## src/rtl/up_down_counter.sv

```systemverilog
// up_down_counter: WIDTH-bit binary up/down counter that steps once per clock.
//
// Direction is chosen each cycle by up_down. By default the count wraps
// modulo 2^WIDTH. When the macro UP_DOWN_COUNTER_SAT_EN is defined, it
// saturates at 0 and at the maximum value instead.
//
// Parameters
//   WIDTH        counter width in bits (2..32)
//   RESET_VALUE  value loaded into the counter while reset is low
//
// Ports
//   clk      in   rising-edge clock
//   reset    in   asynchronous active-low reset (0 = in reset)
//   up_down  in   1 = count up, 0 = count down
//   counter  out  registered count value
//   at_max   out  combinational, counter is all ones
//   at_min   out  combinational, counter is zero
//   wrap     out  registered one-cycle pulse after a wrap or blocked step
module up_down_counter #(
  parameter int unsigned WIDTH       = 4,
  parameter int unsigned RESET_VALUE = 0
) (
  input  logic             clk,
  input  logic             reset,
  input  logic             up_down,
  output logic [WIDTH-1:0] counter,
  output logic             at_max,
  output logic             at_min,
  output logic             wrap
);

  localparam logic [WIDTH-1:0] MAX_VAL = {WIDTH{1'b1}};
  localparam logic [WIDTH-1:0] MIN_VAL = '0;
  localparam logic [WIDTH-1:0] RST_VAL = WIDTH'(RESET_VALUE);

  // Catch illegal parameterisation at elaboration time
  if (WIDTH < 2 || WIDTH > 32) begin : g_bad_width
    $error("up_down_counter: WIDTH must be in 2..32");
  end

  logic             boundary;
  logic [WIDTH-1:0] step_val;
  logic [WIDTH-1:0] counter_next;

  // Status flags decoded straight from the count register
  always_comb begin
    at_max = (counter == MAX_VAL);
    at_min = (counter == MIN_VAL);
  end

  // Next-count logic. boundary marks a step that would cross the range end.
  always_comb begin
    boundary     = up_down ? at_max : at_min;
    step_val     = up_down ? (counter + WIDTH'(1)) : (counter - WIDTH'(1));
`ifdef UP_DOWN_COUNTER_SAT_EN
    counter_next = boundary ? counter : step_val;
`else
    counter_next = step_val;
`endif
  end

  // Count and wrap-pulse registers. Reset clears any pending wrap pulse.
  always_ff @(posedge clk or negedge reset) begin
    if (!reset) begin
      counter <= RST_VAL;
      wrap    <= 1'b0;
    end else begin
      counter <= counter_next;
      wrap    <= boundary;
    end
  end

endmodule

```

## config.mk

```make
export PLATFORM = sky130hd
export DESIGN_NAME = up_down_counter
export DESIGN_NICKNAME = d
export VERILOG_FILES = /design/src/rtl/up_down_counter.sv
export SDC_FILE = /design/constraint.sdc
export NUM_CORES = 1
export LEC_CHECK = 0
export BUFFER_PORTS_ARGS = -buffer_cell sky130_fd_sc_hd__buf_2
export CAP_MARGIN = 10
export CORE_AREA = 3 3 40 42
export CTS_CLUSTER_SIZE = 16
export DETAILED_ROUTE_END_ITERATION = 8
export DIE_AREA = 0 0 43 45
export GPL_TIMING_DRIVEN = 0
export HOLD_SLACK_MARGIN = 0.03
export PLACE_DENSITY = 0.5
export SYNTH_ARGS = -nofsm -noshare
export SYNTH_HDL_FRONTEND = slang
export SYNTH_SLANG_ARGS = --single-unit
```

## constraint.sdc

```tcl
create_clock -name clk -period 1.8 [get_ports clk]
set_clock_uncertainty 0.1 [all_clocks]
set_input_delay 0 -clock clk [delete_from_list [all_inputs] [get_ports clk]]
set_output_delay 0 -clock clk [all_outputs]
set_load 0.02 [all_outputs]
```

==> run_results.csv <==
group,metric,value,unit
status,status,"finished, final reports clean",
sta,clock.fmax,687,MHz
logic_synthesis,synthXorXnorAreaFrac,0.100,
routing,dr_wl_met2,212,um
logic_synthesis,synth.distinct_cells,11,
job,cap_violations,0,
floorplanning,start_util,0.204,
routing,vias_per_cell,3.96,
setup_path,cp_max_fo,4,
grt,antenna_found_initial,0,
logic_synthesis,synth_cells,20,
pwr,power_density,1590,mW/mm2
setup_path,start_kind,"primary input",
placement,io_buffers,9,
finish,syn_to_final_growth,45.7,%
pwr,p_sw_frac,0.413,
pwr,combinationalPowerShare,0.430,
floorplanning,dieArea,0.00194,mm2
setup_path,cp.arrival,1.52,ns
clock_network,cts_sinks,5,
clock_network,cts.clk_slew.worst_paths,0.05,ns
logic_synthesis,synth-seq-cells,5,
routing,vias,202,
grt,track_usage,0.0662,
sta,finalSetupViolCount,0,
sta,slew_headroom,0.819,
logic_synthesis,ys_seq_area_frac,0.476,
routing,wirelength,517,um
sta,finalMaxSlewViolations,0,
sta,worst_pin_slew,0.272,ns
logic_synthesis,synth_area_per_cell,13.1,um2
grt,grt_pass1_wl,841,um
clock_network,clock_path_buffers,2,
sta,final_hold_viol_count,0,
clock_network,cts_buffers,3,
pwr,p_leak,0.191,nW
floorplanning,die_h,45,um
pwr,internal_power,357,uW
sta,period_needed,1.46,ns
setup_path,worstSetupPathType,"primary input to flop",
finish,fillers,139,
routing,wl_met3,88,um
logic_synthesis,syn_area,263,um2
clock_network,worstSkewPairLatency,0.24,ns
pwr,p_sw,251,uW
clock_network,post-cts-setup-buffers,0,
finish,num_antenna_cells,0,
logic_synthesis,synth-compound-area-share,0.0619,
finish,nets,43,
routing,highest_layer,"met3",
sta,period_share,0.809,
clock_network,cts_tree,"built",
pwr,power_frac_clock,0.212,
routing,ant_nets,0,
floorplanning,ios,10,
logic_synthesis,muxShareOfSynthArea,0,
routing,met1_length,216,um
logic_synthesis,yosys.area_share.simple,0.162,
sta,setup_tns,0,ns
floorplanning,core_area,0.00128,mm2
logic_synthesis,synth-adder-area-share,0.171,
clock_network,root_buffer,"clkbuf_4",
finish,final_layout_size_suffix_gt1_frac,0.417,
routing,drt-pass1-iter-count,2,
routing,routedWlPerCell,10.1,um
placement,place_congestion,0.736,
logic_synthesis,syn_nets,26,
clock_network,htreeDepth,1,
floorplanning,rows,13,
grt,overflow,0,
logic_synthesis,synth_top_family_by_area,"adder cells",
grt,grt_pass1_vias,201,
floorplanning,dieWidth,43,um
pwr,peakVddDrop,0.000486,V
setup_path,required,1.87,ns
pwr,p_seq_frac,0.358,
routing,drtIter0Drc,2,
sta,rsz0062_at_grt,"no",
finish,fin_cells,51,
grt,grt_max_degree,7,
placement,dp_cells,44,
min_path,holdCritPathClass,"primary input to flop",
setup_path,endpoint_kind,"flop",
logic_synthesis,ys_warn_count,0,
routing,route.detailed.drc,0,
## Yosys cell counts, drive strengths merged
cell type / count / area, um2
fa: 1 / 20.0
a21oi: 1 / 8.76
and4: 1 / 10.0
ha: 2 / 25.0
nand2: 3 / 11.3
xnor2: 2 / 17.5
inv: 2 / 7.51
dfrtp: 5 / 125
a21o: 1 / 7.51
xor2: 1 / 8.76
nor4: 1 / 21.3
## final timing paths
kind	startpoint	end	slack, ns	depth (start not counted)
worst min-delay path	up_down	wrap	0.44	4
max in group asynchronous	reset	counter[2]	0.85	3
worst max register to register	counter[1]	counter[3]	0.43	4
worst max-delay path	up_down	counter[3]	0.34	7
min in group asynchronous	reset	wrap	0.56	3
worst min register to register	counter[0]	counter[0]	0.48	1
## power by group through the flow
stage          logic (mW)  clock network [mW]  registers, mW
5_1_grt             0.290               0.139          0.223
4_1_cts             0.267               0.133          0.218
3_5_place_dp        0.262                   0          0.219
6_report            0.261               0.129          0.217
2_1_floorplan       0.137                   0          0.259
3_3_place_gp        0.253                   0          0.214
## state kept, by name (all words and copies together), names as in the netlist
name,cells
wrap,1
counter,4
## metrics by stage
stage               setup WS (ns)  hold WS, ns  area (um2)  total power, mW   util
global placement            0.433       -0.282         327            0.466  0.254
global route                0.264        0.452         383            0.652  0.298
finish                      0.344        0.438         383            0.607  0.298
floorplan                   0.378       -0.396         263            0.396      -
CTS                         0.340        0.432         383            0.618  0.298
detailed placement          0.406       -0.284         327            0.481  0.254
## logic make-up (layout without fill, tap and decap cells)
logic type / after synthesis / in the layout
DFF: 5 / 5
xor gates and xnor gates: 3 / 3
adders and majority gates: 3 / 3
and+or+nand+nor: 5 / 5
AOI/OAI and AO/OA: 2 / 2
buffers and inverters: 2 / 18
## critical path: stages
cell	delay (ns)
dlygate4sd3_1	0.53
buf_2	0.14
inv_1	0.15
ha_1	0.25
a21o_1	0.19
a21oi_2	0.14
xnor2_1	0.12
## routing by layer
layer	vias up	global-route usage
li1	98	-
met1	92	0.0735
met2	12	0.0838
met3	0	0.0717
met4	0	0.0181
met5	-	0
## layout by cell type (no fill, tap or decap), drive strengths merged, types with 2 or more instances in the layout
cell	n
xnor2	2
buf	9
inv	2
dfrtp	5
ha	2
dlygate4sd3	3
nand2	3
clkbuf	4
## what timing repair did
item	CTS	global route
endpoints found under the hold margin	7	0
hold buffers	3	0
resized for setup	0	0
## cell type report
class                      instances  area, um2  share of cell area
timing repair buffer              12       75.1               0.196
multi-input combinational         13        130               0.340
sequential                         5        125               0.327
clock buffer                       4       26.3              0.0686
tap                               15       18.8              0.0490
inverter                           2       7.51              0.0196
No activity file was read; power rests on OpenSTA's default activity.
